### src/rtl/mmio_pkg.sv
// Shared memory-map definitions for the store steering logic and the read mux:
// region codes, MMIO register offsets, store size encodings and lane helpers.
package mmio_pkg;

  // Region codes decoded from addr[31:28]
  localparam logic [3:0] REG_DMEM = 4'b0001;
  localparam logic [3:0] REG_IMEM = 4'b0010;
  localparam logic [3:0] REG_BOTH = 4'b0011;
  localparam logic [3:0] REG_BIOS = 4'b0100;
  localparam logic [3:0] REG_MMIO = 4'b1000;

  // MMIO register byte offsets within the MMIO region
  localparam logic [7:0] UART_CTRL = 8'h00;
  localparam logic [7:0] UART_RX   = 8'h04;
  localparam logic [7:0] UART_TX   = 8'h08;
  localparam logic [7:0] CYC       = 8'h10;
  localparam logic [7:0] INST      = 8'h14;
  localparam logic [7:0] CNT_RST   = 8'h18;

  // Word index (addr[5:2]) of the MMIO registers that stores act on
  localparam logic [3:0] IDX_UART_TX = UART_TX[5:2];
  localparam logic [3:0] IDX_CNT_RST = CNT_RST[5:2];

  // Store size encodings
  typedef enum logic [1:0] {
    SZ_B    = 2'b00,
    SZ_H    = 2'b01,
    SZ_W    = 2'b10,
    SZ_NONE = 2'b11
  } size_e;

  // Byte enables of a store before region gating
  function automatic logic [3:0] lane_be(input logic [1:0] sz, input logic [1:0] lo);
    logic [3:0] be;
    case (sz)
      SZ_B:    be = 4'b0001 << lo;
      SZ_H:    be = 4'b0011 << {lo[1], 1'b0};
      SZ_W:    be = 4'b1111;
      default: be = 4'b0000;
    endcase
    return be;
  endfunction

  // Store data replicated so every enabled lane sees the right bytes
  function automatic logic [31:0] lane_data(input logic [1:0] sz, input logic [31:0] d);
    logic [31:0] r;
    case (sz)
      SZ_B:    r = {4{d[7:0]}};
      SZ_H:    r = {2{d[15:0]}};
      SZ_W:    r = d;
      default: r = d;
    endcase
    return r;
  endfunction

  // A half must be 2-byte aligned and a word 4-byte aligned
  function automatic logic is_misaligned(input logic [1:0] sz, input logic [1:0] lo);
    logic m;
    case (sz)
      SZ_H:    m = lo[0];
      SZ_W:    m = (lo != 2'b00);
      default: m = 1'b0;
    endcase
    return m;
  endfunction

endpackage

### src/rtl/mmio_tx_hold.sv
// Single-entry UART transmit holding register with valid/ready handshake and a
// sticky overflow flag for bytes written while the entry is still occupied.
module mmio_tx_hold
  import mmio_pkg::*;
(
  input  logic       clk,
  input  logic       rst_n,
  input  logic       wr,
  input  logic [7:0] wr_byte,
  input  logic       trmt_ready,
  output logic [7:0] trmt_data,
  output logic       trmt_valid,
  output logic       trmt_full,
  output logic       tx_overflow
);

  logic       full_d, full_q;
  logic [7:0] data_d, data_q;
  logic       ovf_d,  ovf_q;

  // Next-state: free on handshake; a write lands only if the entry was empty at
  // the start of the cycle, otherwise it is dropped and flagged.
  always_comb begin
    full_d = full_q;
    data_d = data_q;
    ovf_d  = ovf_q;
    if (full_q && trmt_ready) begin
      full_d = 1'b0;
    end else begin
      full_d = full_q;
    end
    if (wr) begin
      if (full_q) begin
        ovf_d = 1'b1;
      end else begin
        full_d = 1'b1;
        data_d = wr_byte;
      end
    end else begin
      ovf_d = ovf_q;
    end
  end

  // Holding register state; reset discards any pending byte immediately
  always_ff @(posedge clk or negedge rst_n) begin
    if (!rst_n) begin
      full_q <= 1'b0;
      data_q <= 8'h00;
      ovf_q  <= 1'b0;
    end else begin
      full_q <= full_d;
      data_q <= data_d;
      ovf_q  <= ovf_d;
    end
  end

  assign trmt_data   = data_q;
  assign trmt_valid  = full_q;
  assign trmt_full   = full_q;
  assign tx_overflow = ovf_q;

endmodule

### src/rtl/dmem_wsel.sv
// Store-side steering for the memory stage: decodes each store into DMEM/IMEM
// byte enables with lane-aligned data, the UART transmit holding register and
// the counter reset, and owns the cycle / retired-instruction counters.
module dmem_wsel
  import mmio_pkg::*;
#(
  parameter int CNT_W = 32
) (
  input  logic             clk,
  input  logic             rst_n,
  input  logic [31:0]      addr,
  input  logic [31:0]      wdata,
  input  logic             wr_en,
  input  logic [1:0]       size,
  input  logic             inst_retire,
  output logic [3:0]       dmem_wea,
  output logic [31:0]      dmem_dina,
  output logic [3:0]       imem_wea,
  output logic [7:0]       trmt_data,
  output logic             trmt_valid,
  input  logic             trmt_ready,
  output logic             trmt_full,
  output logic             tx_overflow,
  output logic             misalign,
  output logic [CNT_W-1:0] counter_cycle,
  output logic [CNT_W-1:0] counter_inst
);

  localparam logic [CNT_W-1:0] CNT_ONE = CNT_W'(1);

  logic             dmem_hit_s, imem_hit_s, mmio_hit_s;
  logic             store_ok_s, mis_s, go_s;
  logic [3:0]       be_s;
  logic             tx_wr_s, cnt_rst_s;
  logic             misalign_d, misalign_q;
  logic [CNT_W-1:0] cyc_d, cyc_q;
  logic [CNT_W-1:0] inst_d, inst_q;
  logic             unused_addr_s;

  assign unused_addr_s = ^addr[27:6];

  // Region decode and misalignment qualification of the current store
  always_comb begin
    dmem_hit_s = 1'b0;
    imem_hit_s = 1'b0;
    mmio_hit_s = 1'b0;
    case (addr[31:28])
      REG_DMEM: dmem_hit_s = 1'b1;
      REG_IMEM: imem_hit_s = 1'b1;
      REG_BOTH: begin
        dmem_hit_s = 1'b1;
        imem_hit_s = 1'b1;
      end
      REG_MMIO: mmio_hit_s = 1'b1;
      default: begin
        dmem_hit_s = 1'b0;
        imem_hit_s = 1'b0;
        mmio_hit_s = 1'b0;
      end
    endcase
    store_ok_s = wr_en && (size != SZ_NONE);
    mis_s      = is_misaligned(size, addr[1:0]);
    go_s       = store_ok_s && !mis_s;
    be_s       = lane_be(size, addr[1:0]);
  end

  // Same-cycle memory enables and lane data; the BRAM writes on this edge
  always_comb begin
    dmem_dina = lane_data(size, wdata);
    if (go_s && dmem_hit_s) begin
      dmem_wea = be_s;
    end else begin
      dmem_wea = 4'b0000;
    end
    if (go_s && imem_hit_s) begin
      imem_wea = be_s;
    end else begin
      imem_wea = 4'b0000;
    end
  end

  // MMIO register selection on the word index; size does not matter here
  always_comb begin
    tx_wr_s   = 1'b0;
    cnt_rst_s = 1'b0;
    if (go_s && mmio_hit_s) begin
      case (addr[5:2])
        IDX_UART_TX: tx_wr_s   = 1'b1;
        IDX_CNT_RST: cnt_rst_s = 1'b1;
        default: begin
          tx_wr_s   = 1'b0;
          cnt_rst_s = 1'b0;
        end
      endcase
    end else begin
      tx_wr_s   = 1'b0;
      cnt_rst_s = 1'b0;
    end
  end

  // Misalign pulse and counter next state; the counter reset beats increments
  always_comb begin
    misalign_d = store_ok_s && mis_s && (dmem_hit_s || imem_hit_s || mmio_hit_s);
    cyc_d      = cyc_q + CNT_ONE;
    inst_d     = inst_q;
    if (cnt_rst_s) begin
      cyc_d  = '0;
      inst_d = '0;
    end else if (inst_retire) begin
      inst_d = inst_q + CNT_ONE;
    end else begin
      inst_d = inst_q;
    end
  end

  // Counter and misalign registers
  always_ff @(posedge clk or negedge rst_n) begin
    if (!rst_n) begin
      misalign_q <= 1'b0;
      cyc_q      <= '0;
      inst_q     <= '0;
    end else begin
      misalign_q <= misalign_d;
      cyc_q      <= cyc_d;
      inst_q     <= inst_d;
    end
  end

  assign misalign      = misalign_q;
  assign counter_cycle = cyc_q;
  assign counter_inst  = inst_q;

  mmio_tx_hold u_tx_hold (
    .clk         (clk),
    .rst_n       (rst_n),
    .wr          (tx_wr_s),
    .wr_byte     (wdata[7:0]),
    .trmt_ready  (trmt_ready),
    .trmt_data   (trmt_data),
    .trmt_valid  (trmt_valid),
    .trmt_full   (trmt_full),
    .tx_overflow (tx_overflow)
  );

endmodule

### config.mk
export PLATFORM = sky130hd
export DESIGN_NAME = dmem_wsel
export DESIGN_NICKNAME = d
export VERILOG_FILES = /design/src/rtl/mmio_pkg.sv /design/src/rtl/mmio_tx_hold.sv /design/src/rtl/dmem_wsel.sv
export SDC_FILE = /design/constraint.sdc
export NUM_CORES = 1
export LEC_CHECK = 0
export BUFFER_PORTS_ARGS = -buffer_cell sky130_fd_sc_hd__buf_2
export CAP_MARGIN = 20
export CORE_MARGIN = 1
export CORE_UTILIZATION = 43
export DETAILED_ROUTE_END_ITERATION = 8
export PLACE_DENSITY = 0.83
export SLEW_MARGIN = 20
export SYNTH_ARGS = -nofsm -noshare
export SYNTH_HDL_FRONTEND = slang
export SYNTH_SLANG_ARGS = --single-unit
export TNS_END_PERCENT = 1
### constraint.sdc
create_clock -name clk -period 1.8 [get_ports clk]
set_input_delay 0.18 -clock clk [delete_from_list [all_inputs] [get_ports clk]]
set_output_delay 0.18 -clock clk [all_outputs]
set_load 0.1 [all_outputs]
Word-level counts from Yosys, hierarchy flattened. Index checks and enable logic that the tools add are counted. Widths: inputs -> output; s select.

Flip-flop bits (word level): 75. Input bits: 71. Output and inout port bits: 116.

$add $sub $neg: 2. Equal/unequal tests: 9. Shift-type cells: 2. Muxes and demuxes: 18. Bitwise logic cells: 1. Reductions and logical operators: 18.

Operators by type and width (number): $mux 32 (3); $add 32x1->32 const B (2); $pmux 32 s2 (1); $eq 4x2->1 const B (3); $pmux 4 s3 (1); $mux 1 (10); $logic_and 1x1->1 (8); $mux 4 (2); $eq 4x1->1 const B (1); $eq 4x3->1 const B (1); $eq 4x4->1 const B (1); $reduce_and 2->1 (2); $reduce_bool 2->1 (2); $reduce_or 2->1 (2); $shl 1x2->4 const A (1); $shl 2x2->4 const A (1); $eq 2x1->1 const B (1); $eq 2x2->1 const B (1); $logic_not 2->1 (1); $logic_or 1x1->1 (2); $ne 2x2->1 const B (1); $pmux 1 s2 (1); $logic_not 1->1 (1); $not 1->1 (1).

Longest topological paths before layout.
Word-level depth: 7. Gate-level depth with buffers: 9.

Modules after synthesis. Synthesis repeated with hierarchy kept, for this count alone.

Cells, all modules: 479. Area total of the unflattened synthesis: 4415.5 um^2.

By module, submodules not included: dmem_wsel (instances 1, cells an instance 455, area each 4000.1 um^2); mmio_tx_hold (instances 1, cells an instance 24, area each 415.4 um^2).

Worst setup path before layout. OpenSTA, ideal clock, no wires.

Path type: input-to-output. Start point: in size[1]. End point: out dmem_wea[2]. Data arrival time: 3494 ps. Required time: 1620 ps. Setup slack: -1874 ps. Cell stages on the path: 8. Cells stage by stage: clkbuf_1 > inv_1 > ha_1 > o211ai_1 > nand4b_1 > nor3_1 > nand2_1 > nor3_1.

Longest elaborated chain between the ends: 6.

Ends and longest elaborated chain: start, declared (line dmem_wsel.sv:14) `input logic [1:0] size,`; $eq 2x2->1 or $eq 2x1->1 (tied branches) (line mmio_pkg.sv:35, mmio_pkg.sv:59); $pmux 1 s2 (line mmio_pkg.sv:59) `case (sz)`; $logic_not 1->1 (line dmem_wsel.sv:63) `go_s = store_ok_s && !mis_s;`; $logic_and 1x1->1 (line dmem_wsel.sv:63); $logic_and 1x1->1 (line dmem_wsel.sv:70) `if (go_s && dmem_hit_s) begin`; $mux 4 (*) (line dmem_wsel.sv:70); end, declared (line dmem_wsel.sv:16) `output logic [3:0] dmem_wea,`.

Mark *: on every way between the ends. The rest lies on a longest branch, timed or not.

Worst setup path after layout.
Start point: in size[0]. End point: out imem_wea[0].

Longest elaborated chain between the ends: 6.

Ends and longest elaborated chain: $eq 2x2->1 or $eq 2x1->1 (tied branches) (line mmio_pkg.sv:35, mmio_pkg.sv:59); $pmux 1 s2 (line mmio_pkg.sv:59); $logic_not 1->1 (line dmem_wsel.sv:63); $logic_and 1x1->1 (line dmem_wsel.sv:63); $logic_and 1x1->1 (line dmem_wsel.sv:75) `if (go_s && imem_hit_s) begin`; $mux 4 (*) (line dmem_wsel.sv:75); end, declared (line dmem_wsel.sv:18) `output logic [3:0] imem_wea,`.

Marked as above.

==> flow_metrics.env <==
export IMPL_violations="setup timing"
export IMPL_hp_start="addr[30]"
export IMPL_die_height_um=99.53
export IMPL_clock_sinks=75
export IMPL_cts_tree="done"
export IMPL_drc=0
export IMPL_antenna_cells=0
export IMPL_synthAdderAreaFrac_pct=1.835
export IMPL_status="finished with violations"
export IMPL_synth_top_area_cell="dfrtp_1"
export IMPL_yosys_area_share_simple_pct=26.31
export IMPL_dp_hpwl_um=8576
export IMPL_h_tree_depth=3
export IMPL_yosysWarnings=0
export IMPL_grt_usage_pct=23.97
export IMPL_crit_arrival_ns=1.97
export IMPL_dr_pass1_iters=4
export IMPL_finalCriticalPeriod_ns=2.146
export IMPL_place_congestion=0.9125
export IMPL_slew_viol_final=0
export IMPL_clk_latency_ns=0.34
export IMPL_p_leak_nw=3.053
export IMPL_antenna_found_initial=0
export IMPL_ys_seq_area_share_pct=45.89
export IMPL_r2r_slack_ns=0.08
export IMPL_row_count=35
export IMPL_async_flop_share_pct=100.0
export IMPL_core_area_mm2=0.009240
export IMPL_synthCells=436
export IMPL_io_pins=187
export IMPL_drv_cap=0
export IMPL_cts_clk_slew_worst_paths_ns=0.07
export IMPL_worstRegToRegCells=7
export IMPL_rsz0062_at_grt="true"
export IMPL_vias_per_cell=5.150
export IMPL_dr_total_vias=3878
export IMPL_crit_path_start_kind="input pin"
export IMPL_ant_nets=0
export IMPL_dr_first_iter_drc_count=151
export IMPL_syn_nets=513
export IMPL_synth_top_area_share_pct=45.89
export IMPL_synth_xor_area_share_pct=13.28
export IMPL_yosysMostFrequentCell="nor2_1"
export IMPL_timing_rr_start="counter_inst[1]$_DFFE_PN0P_"
export IMPL_synthTopCellsByArea="dfrtp_1 46%, xor2_1 10%, nor2_1 7.8%"
export IMPL_crit_required_ns=1.62
export IMPL_synth_flop_cell="dfrtp_1"
export IMPL_cts_made_buffers=9
export IMPL_synth_common_cells="85 x nor2_1, 75 x dfrtp_1, 49 x xor2_1, 43 x nand2_1, 29 x nand3_1"
export IMPL_synthMuxAreaShare_pct=4.099
export IMPL_initial_core_util_pct=44.27
export IMPL_ys_ff_latch=75
export IMPL_route_detailed_wl_per_inst_um=15.20
export IMPL_worst_pin_slew_ns=0.5131
export IMPL_grt_pass1_vias=3883
export IMPL_hold_depth=2
export IMPL_grt_max_degree=45
export IMPL_final_setup_tns_ns=-14.98
export IMPL_fmax_ghz=0.4659
export IMPL_stdcell_area_mm2=0.006116
export IMPL_r2r_end="counter_inst[18]$_DFFE_PN0P_"
export IMPL_netlist_area_mm2=0.004090
export IMPL_powerDensity_mw_per_mm2=1103
export IMPL_synth_top_family_by_area="simple AND/OR/NAND/NOR gates"
export IMPL_placed_area_mm2=0.005782
export IMPL_relSlewSlack_pct=65.67
export IMPL_ir_worst_vdd_v=0.0008065
export IMPL_p_total_mw=6.748
export IMPL_period_share_pct=119.2
export IMPL_worst_setup_path_end_kind="output port"
export IMPL_synth_edf_count=0
export IMPL_overflow=0
export IMPL_grt_pass1_wl_um=18900
export IMPL_ys_types=35
export IMPL_cts_root_buf="clkbuf_8"
export IMPL_finalClockSkew_ns=0.01184
export IMPL_setup_viol=81
export IMPL_port_buffers=164
export IMPL_finalHoldViolCount=0
export IMPL_hold_path_class="input pin to flop"
export IMPL_finalWirelength_um=11450
export IMPL_crit_type="input pin to output port"
export IMPL_hold_path_end="misalign$_DFF_PN0_"
export IMPL_synth_compound_area_share_pct=4.803
export IMPL_area_growth_pct=49.53
export IMPL_cts_buffer_depth=2
export IMPL_final_nets=697
export IMPL_fin_ws_ns=-0.3462
export IMPL_crit_fanout=3
export IMPL_drive_gt1_share_pct=45.03
export IMPL_die_w_um=99.53
export IMPL_avgSynthCellArea_um2=9.381
export IMPL_dieArea_mm2=0.009906
area by class of cell:
cell class	instances	area, µm²
multi-input combinational	331	2238
clock inverter	5	102.6
inverter	7	33.78
tap	129	161.4
sequential	75	1917
fill	729	3124
timing repair buffer	196	1535
clock buffer	10	127.6
what timing repair did:
action / 4_1_cts / 5_1_grt
hold buffers: 1 / 0
resized for setup: 13 / 4
cloned: 0 / 0
setup endpoints to repair: 80 / 80
setup buffers: 1 / 2
hold endpoints to repair: 31 / 0
pin swaps: 10 / 3
flip-flops by register name, summed over array words and instances, names as in the netlist:
register,count
u_tx_hold.trmt_data,8
counter_inst,32
u_tx_hold.tx_overflow,1
counter_cycle,32
u_tx_hold.trmt_full,1
misalign,1
stage by stage:
| stage | setup WS [ns] | hold slack, ns | utilization, % | cells |
|---|---|---|---|---|
| final | -0.3462 | 0.08216 | 66.19 | 753 |
| after global routing | -0.4225 | 0.07183 | 66.19 | 753 |
| after CTS | -0.2514 | 0.06787 | 65.85 | 751 |
| after detailed placement | -0.5188 | 0.1454 | 62.57 | 734 |
| after global placement | -0.4007 | 0.1359 | 62.57 | 734 |
| after floorplan | -0.4523 | -0.1156 | - | 436 |
layer usage:
metal	vias to the layer above	part of all wire [%]	GRT usage [%]	routed length, µm
met1	1885	43	29.61	4916
li1	1850	-	-	-
met3	20	5.1	6.535	583
met2	123	50	40.54	5710
met4	0	2.0	8.145	234
met5	-	0	0	0
how the worst max path moves through the flow:
stage                       start                                  to  slack [ns]  cells after the start
after CTS                 size[0]                         imem_wea[0]       -0.25                     11
after global placement    size[0]  u_tx_hold.trmt_data[0]$_DFFE_PN0P_       -0.40                      9
final                     size[0]                         imem_wea[0]       -0.35                     11
after floorplan           size[1]                         imem_wea[2]       -0.45                      8
after detailed placement  size[0]  u_tx_hold.trmt_data[5]$_DFFE_PN0P_       -0.52                      9
after global routing      size[0]                         imem_wea[0]       -0.42                     11
power by group:
group	switching (mW)	internal, mW
combinational	2.42	0.607
sequential	0.296	1.92
clock	0.589	0.912
total	3.31	3.44
worst max-delay path: stages:
cell,delay [ns]
buf_6,0.10
buf_6,0.11
ha_4,0.15
o211ai_1,0.22
nand4b_1,0.23
buf_4,0.21
nor3_4,0.20
nand2_4,0.12
buf_12,0.14
nor2_4,0.11
buf_12,0.18
cell families (layout without fill, tap and decap cells):
| group | count (synthesis) | after routing |
|---|---|---|
| AO/OA/AOI/OAI | 26 | 26 |
| XOR/XNOR | 62 | 62 |
| adder cells (fa/ha/maj) | 6 | 6 |
| buffers and inverters | 30 | 218 |
| flip-flops | 75 | 75 |
| multiplexers | 15 | 15 |
| AND/OR/NAND/NOR | 222 | 222 |
cell usage in the layout, fill, tap and decap left out, types with 26 or more instances in the layout:
| cell | Yosys | layout |
|---|---|---|
| dfrtp_2 | 0 | 32 |
| nand2_1 | 43 | 41 |
| buf_12 | 0 | 31 |
| dfrtp_1 | 75 | 43 |
| xor2_1 | 49 | 49 |
| nor2_1 | 85 | 80 |
| buf_4 | 9 | 26 |
| nand4_1 | 27 | 27 |
| nand3_1 | 29 | 29 |
| buf_2 | 7 | 135 |
Power figures use the tool's default switching activity.
